File: src/rtl/typewriter_key_player.sv
// Buffered keystroke player: queues 8-bit key codes and replays them onto the
// typewriter contact lines with shift settle, interlock wait, hold and gap timing.

module tkp_contact #(
  parameter int IDX = 0
) (
  input  logic       clk,
  input  logic       rst,
  input  logic       press,
  input  logic       open,
  input  logic [6:0] idx,
  output logic       q
);
  always_ff @(posedge clk or posedge rst) begin
    if (rst)        q <= 1'b0;
    else if (open)  q <= 1'b0;
    else if (press) q <= (idx == 7'(IDX));
  end
endmodule

module typewriter_key_player #(
  parameter int N_KEYS   = 44,
  parameter int DEPTH    = 8,
  parameter int HOLD_MS  = 20,
  parameter int GAP_MS   = 30,
  parameter int SHIFT_MS = 50
) (
  input  logic                     clk,
  input  logic                     rst,
  input  logic                     tick,
  input  logic [7:0]               in_code,
  input  logic                     in_valid,
  output logic                     in_ready,
  input  logic                     ilk,
  output logic [N_KEYS-1:0]        key_cnt,
  output logic                     cr_cnt,
  output logic                     tab_cnt,
  output logic                     space_cnt,
  output logic                     shift_up,
  output logic                     busy,
  output logic [$clog2(DEPTH):0]   level,
  output logic                     bad_code
);
  localparam int AW   = $clog2(DEPTH);
  localparam int NC   = N_KEYS + 3;
  localparam int T_HG = (HOLD_MS > GAP_MS) ? HOLD_MS : GAP_MS;
  localparam int TMAX = (T_HG > SHIFT_MS) ? T_HG : SHIFT_MS;
  localparam int CW   = $clog2(TMAX + 1);

  typedef enum logic [2:0] {IDLE, SHIFT, WAIT_ILK, PRESS, GAP} state_t;
  typedef struct packed {
    logic       up;
    logic [6:0] idx;
  } code_t;

  code_t         mem [DEPTH];
  code_t         head;
  logic [AW-1:0] wr_ptr, rd_ptr;
  logic [AW:0]   level_n;
  logic [6:0]    cur_idx;
  logic [CW-1:0] cnt;
  state_t        state;
  logic          push, pop, head_ok, press_go, press_end, going_idle;
  logic [NC-1:0] con;

  assign head     = mem[rd_ptr];
  assign push     = in_valid && in_ready;
  assign pop      = (state == IDLE) && (level != '0);
  assign head_ok  = head.idx <= 7'(N_KEYS + 2);
  assign level_n  = level + (AW+1)'(push) - (AW+1)'(pop);
  assign press_go = (state == WAIT_ILK) && !ilk;
  assign press_end = (state == PRESS) && (cnt == '0);
  // FSM lands in IDLE next cycle: either nothing valid was popped, or GAP expires
  assign going_idle = ((state == IDLE) && !(pop && head_ok)) ||
                      ((state == GAP) && (cnt == '0));

  always_ff @(posedge clk) begin
    if (push) mem[wr_ptr] <= code_t'(in_code);
  end

  always_ff @(posedge clk or posedge rst) begin
    if (rst) begin
      wr_ptr   <= '0;
      rd_ptr   <= '0;
      level    <= '0;
      in_ready <= 1'b1;
    end else begin
      if (push) wr_ptr <= wr_ptr + 1'b1;
      if (pop)  rd_ptr <= rd_ptr + 1'b1;
      level    <= level_n;
      in_ready <= level_n != (AW+1)'(DEPTH);
    end
  end

  always_ff @(posedge clk or posedge rst) begin
    if (rst) begin
      state    <= IDLE;
      cur_idx  <= '0;
      cnt      <= '0;
      shift_up <= 1'b0;
      busy     <= 1'b0;
      bad_code <= 1'b0;
    end else begin
      bad_code <= 1'b0;
      busy     <= !going_idle || (level_n != '0);
      // loads below override this, so a tick coinciding with a load is dropped
      if (tick && cnt != '0) cnt <= cnt - 1'b1;
      case (state)
        IDLE: if (pop) begin
          cur_idx <= head.idx;
          if (!head_ok) bad_code <= 1'b1;
          else if (head.up != shift_up) begin
            shift_up <= head.up;
            cnt      <= CW'(SHIFT_MS);
            state    <= SHIFT;
          end else state <= WAIT_ILK;
        end
        SHIFT:    if (cnt == '0) state <= WAIT_ILK;
        WAIT_ILK: if (!ilk) begin
          cnt   <= CW'(HOLD_MS);
          state <= PRESS;
        end
        PRESS: if (cnt == '0) begin
          cnt   <= CW'(GAP_MS);
          state <= GAP;
        end
        GAP:     if (cnt == '0) state <= IDLE;
        default: state <= IDLE;
      endcase
    end
  end

  for (genvar i = 0; i < NC; i++) begin : g_con
    tkp_contact #(.IDX(i)) u_con (
      .clk   (clk),
      .rst   (rst),
      .press (press_go),
      .open  (press_end),
      .idx   (cur_idx),
      .q     (con[i])
    );
  end

  assign {space_cnt, tab_cnt, cr_cnt, key_cnt} = con;
endmodule

File: config.mk
export PLATFORM = sky130hd
export DESIGN_NAME = typewriter_key_player
export DESIGN_NICKNAME = d
export VERILOG_FILES = /design/src/rtl/typewriter_key_player.sv
export SDC_FILE = /design/constraint.sdc
export NUM_CORES = 1
export LEC_CHECK = 0
export CORE_ASPECT_RATIO = 0.9
export CORE_MARGIN = 5
export CORE_UTILIZATION = 47
export DETAILED_ROUTE_END_ITERATION = 10
export DONT_BUFFER_PORTS = 1
export GPL_ROUTABILITY_DRIVEN = 0
export HOLD_SLACK_MARGIN = 0.02
export PLACE_DENSITY_LB_ADDON = 0.08
export SYNTH_ARGS = -nofsm -noshare
export SYNTH_HDL_FRONTEND = slang
export SYNTH_SLANG_ARGS = --single-unit
File: constraint.sdc
create_clock -name clk -period 3.7 [get_ports clk]
set_input_delay 0.74 -clock clk [delete_from_list [all_inputs] [get_ports clk]]
set_output_delay 0.74 -clock clk [all_outputs]
set_load 0.005 [all_outputs]
==> flow_summary_export.csv <==
group,metric,value,unit
timing,finalSetupViolCount,0,
job,drv_cap,0,
hold_path,hold_path_class,"input port to async pin",
worst_setup_path,worstPathArrival,3.21,ns
synth,yosysWarnings,0,
route,vias,3548,
worst_setup_path,reg2regPathDepth,16,
power_and_ir_drop,p_seq_frac,0.437,
placed_design,dpl.hpwl,8282,um
timing,fin_setup_tns,0,ns
timing,finalClockSkew,0.005983,ns
route,drt_iter0_markers,274,
status,status,"completed",
power_and_ir_drop,switching_share,0.3238,
cells_and_area,final_area,6780,sq um
die,die_area,15850,sq um
synth,synth_edf_count,64,
power_and_ir_drop,pwr-share-comb,0.244,
clocking,numCtsBuffers,17,
cells_and_area,fin_util,0.5112,
global_route,grt_use_total,0.1660,
clocking,cts_tree,"built",
worst_setup_path,critical_path.endpoint,"busy",
power_and_ir_drop,intPower,3.552,mW
route,wl_per_cell,19.53,um
placed_design,post_dp_cell_area,6187,sq um
global_route,grt_max_degree,51,
timing,timing.hold.ws,0.2903,ns
global_route,grt_pass1_vias,3615,
worst_setup_path,crit_path_max_fanout,18,
synth,synth.cell_area,6314,sq um
timing,fmax,345.2,MHz
placed_design,io_buffers,0,
clocking,ctsResizeCount,0,
power_and_ir_drop,p_per_area,774.7,nW/um^2
clocking,cts.sinks,141,
global_route,antenna_found_initial,0,
cells_and_area,antenna_cells,0,
worst_setup_path,startpoint_type,"register",
clocking,cts.reportedPaths.clkPinSlew,0.06,ns
timing,fin_crit,2.897,ns
synth,synth_cell_types,57,
synth,ys_async_sr_fraction,0.5461,
timing,slew_headroom,0.3481,
worst_setup_path,startpoint,"level[2]",
placed_design,place_ws,0.8131,ns
synth,postSynthAreaPerCell,12.86,sq um
synth,syn_inst,491,
clocking,htreeDepth,4,
synth,synth_top_cell_area_share,0.3044,
global_route,grt_pass1_wl,20330,um
clocking,insertion_delay,0.42,ns
timing,drv_slew,0,
route,wirelength,12420,um
cells_and_area,area_growth,7.392,%
power_and_ir_drop,p_leak,2.760,nW
die,core-area,13260,sq um
power_and_ir_drop,pwr-share-clk,0.319,
route,drc_errors,0,
synth,yosysSeqAreaShare,0.6098,
worst_setup_path,path_class,"register to register",
timing,grt_setup_unrepaired,"no",
worst_setup_path,crit_path_end_kind,"register",
worst_setup_path,worst-r2r-setup-slack,0.80,ns
cells_and_area,drive_above_1_share,0.1410,
route,ant_nets,0,
die,initial_utilization,0.4760,
timing,timing.final.crit_share,0.7830,
power_and_ir_drop,ir_drop,0.3857,mV
worst_setup_path,timing.rr.end,"busy",
global_route,overflow,0,
route,vias_per_cell,5.579,
route,drtPass1Iterations,4,
cells_and_area,nNetsFinal,477,
clocking,cts_max_path_buffers,2,
power_and_ir_drop,p_switching,1.701,mW
synth,yosys.area.top_type,"edfxtp_1",
die,rows,40,
die,die_w,132.2,um
synth,syn_nets,513,
clocking,cts-root-buf,"clkbuf_16",
clocking,holdBufCountCts,0,
clocking,post_cts_buffers,0,
timing,hold_viol_final,0,
synth,ys_ff_latch,141,
worst_setup_path,worstPathRequired,4.01,ns
synth,synth_top_flop_cell,"dfrtp_1",
die,dieHeight,120.0,um
synth,synthTopCellsByArea,"edfxtp_1 (30%), dfrtp_1 (30%), a22oi_1 (5.7%)",
timing,tightestPinTransition,0.9742,ns
die,io_pins,68,
worst_setup_path,reg2reg_from,"level[2]",
timing,worst_slack,0.8030,ns
sequential cells by signal, summed over array words and instances, names as in the netlist:
signal and count:
mem 64, shift_up 1, rd_ptr 3, level 4
g_con.u_con.q 47, cnt 6, in_ready 1, wr_ptr 3
bad_code 1, busy 1, state 3, cur_idx 7
critical path, stage by stage (launching register included):
cell and delay, ns:
dfrtp_1 0.39, inv_1 0.09, ha_1 0.14, nand2b_1 0.07
o21ai_1 0.13, buf_4 0.23, inv_1 0.11, ha_1 0.28
inv_1 0.05, ha_1 0.15, inv_1 0.06, fa_1 0.47
inv_1 0.05, nor3_1 0.28, o211ai_1 0.13, nor2_1 0.10
nand2_1 0.05
metrics by stage:
stage,power (mW),instances
after global placement,3.601,604
after floorplan,3.340,491
after global routing,5.579,636
after detailed placement,3.632,604
after CTS,5.319,636
final,5.253,636
worst min-delay path by stage:
stage	end	slack, ns
after CTS	cnt[1]	0.30
after global placement	cur_idx[5]	0.55
final	g_con[33].u_con.q	0.29
after detailed placement	cur_idx[5]	0.55
after floorplan	g_con[0].u_con.q	0.51
after global routing	g_con[39].u_con.q	0.33
synthesized netlist by cell type, drive strengths merged (8+ instances only):
cell type	count
nor2	69
nand2b	8
inv	15
edfxtp	64
nand2	28
buf	49
mux2i	10
clkbuf	17
mux4	14
ha	8
xnor2	9
a22oi	48
nor3	13
dfrtp	76
o21ai	15
power by group through the flow:
stage                     registers (mW)  logic, mW  clock network [mW]
after floorplan                     2.13       1.21                   0
after global placement              2.32       1.28                   0
after detailed placement            2.33       1.30                   0
after CTS                           2.30       1.31                1.71
after global routing                2.35       1.44                1.79
final                               2.29       1.28                1.68
cell type report:
class | instances | area (sq um)
clock inverter | 13 | 140.1
multi-input combinational | 269 | 1987
sequential | 141 | 3850
tap | 168 | 210.2
timing repair buffer | 11 | 82.58
clock buffer | 19 | 452.9
fill | 1156 | 6482
inverter | 15 | 57.56
cells by family (layout without fill, tap and decap cells):
kind of cell,count (synthesis),count (layout),share of synthesized area
flops,141,141,0.6098
simple gates,141,141,0.1042
compound gates,81,81,0.09394
buf+inv,81,58,0.07868
mux,27,27,0.07907
xor+xnor,11,11,0.01526
fa+ha+maj,9,9,0.01903
per-layer routing:
layer,track usage,vias up,wire (um)
met2,0.2607,77,5882
li1,-,1676,-
met1,0.2103,1776,5502
met4,0.05662,0,219
met5,0,-,0
met3,0.06664,19,814
cell usage in the layout, fill, tap and decap left out, drive strengths merged, types with 4 or more instances in the layout:
cell type	instances
inv	16
xnor2	9
dfrtp	76
a21oi	4
ha	8
nor2	69
mux4	14
nor3	13
nand2	28
mux2i	10
buf	11
nand2b	8
o21ai	15
edfxtp	64
clkinv	8
nand3	4
a22oi	48
clkbuf	19
Note: power is estimated with default switching activity, not from simulation.
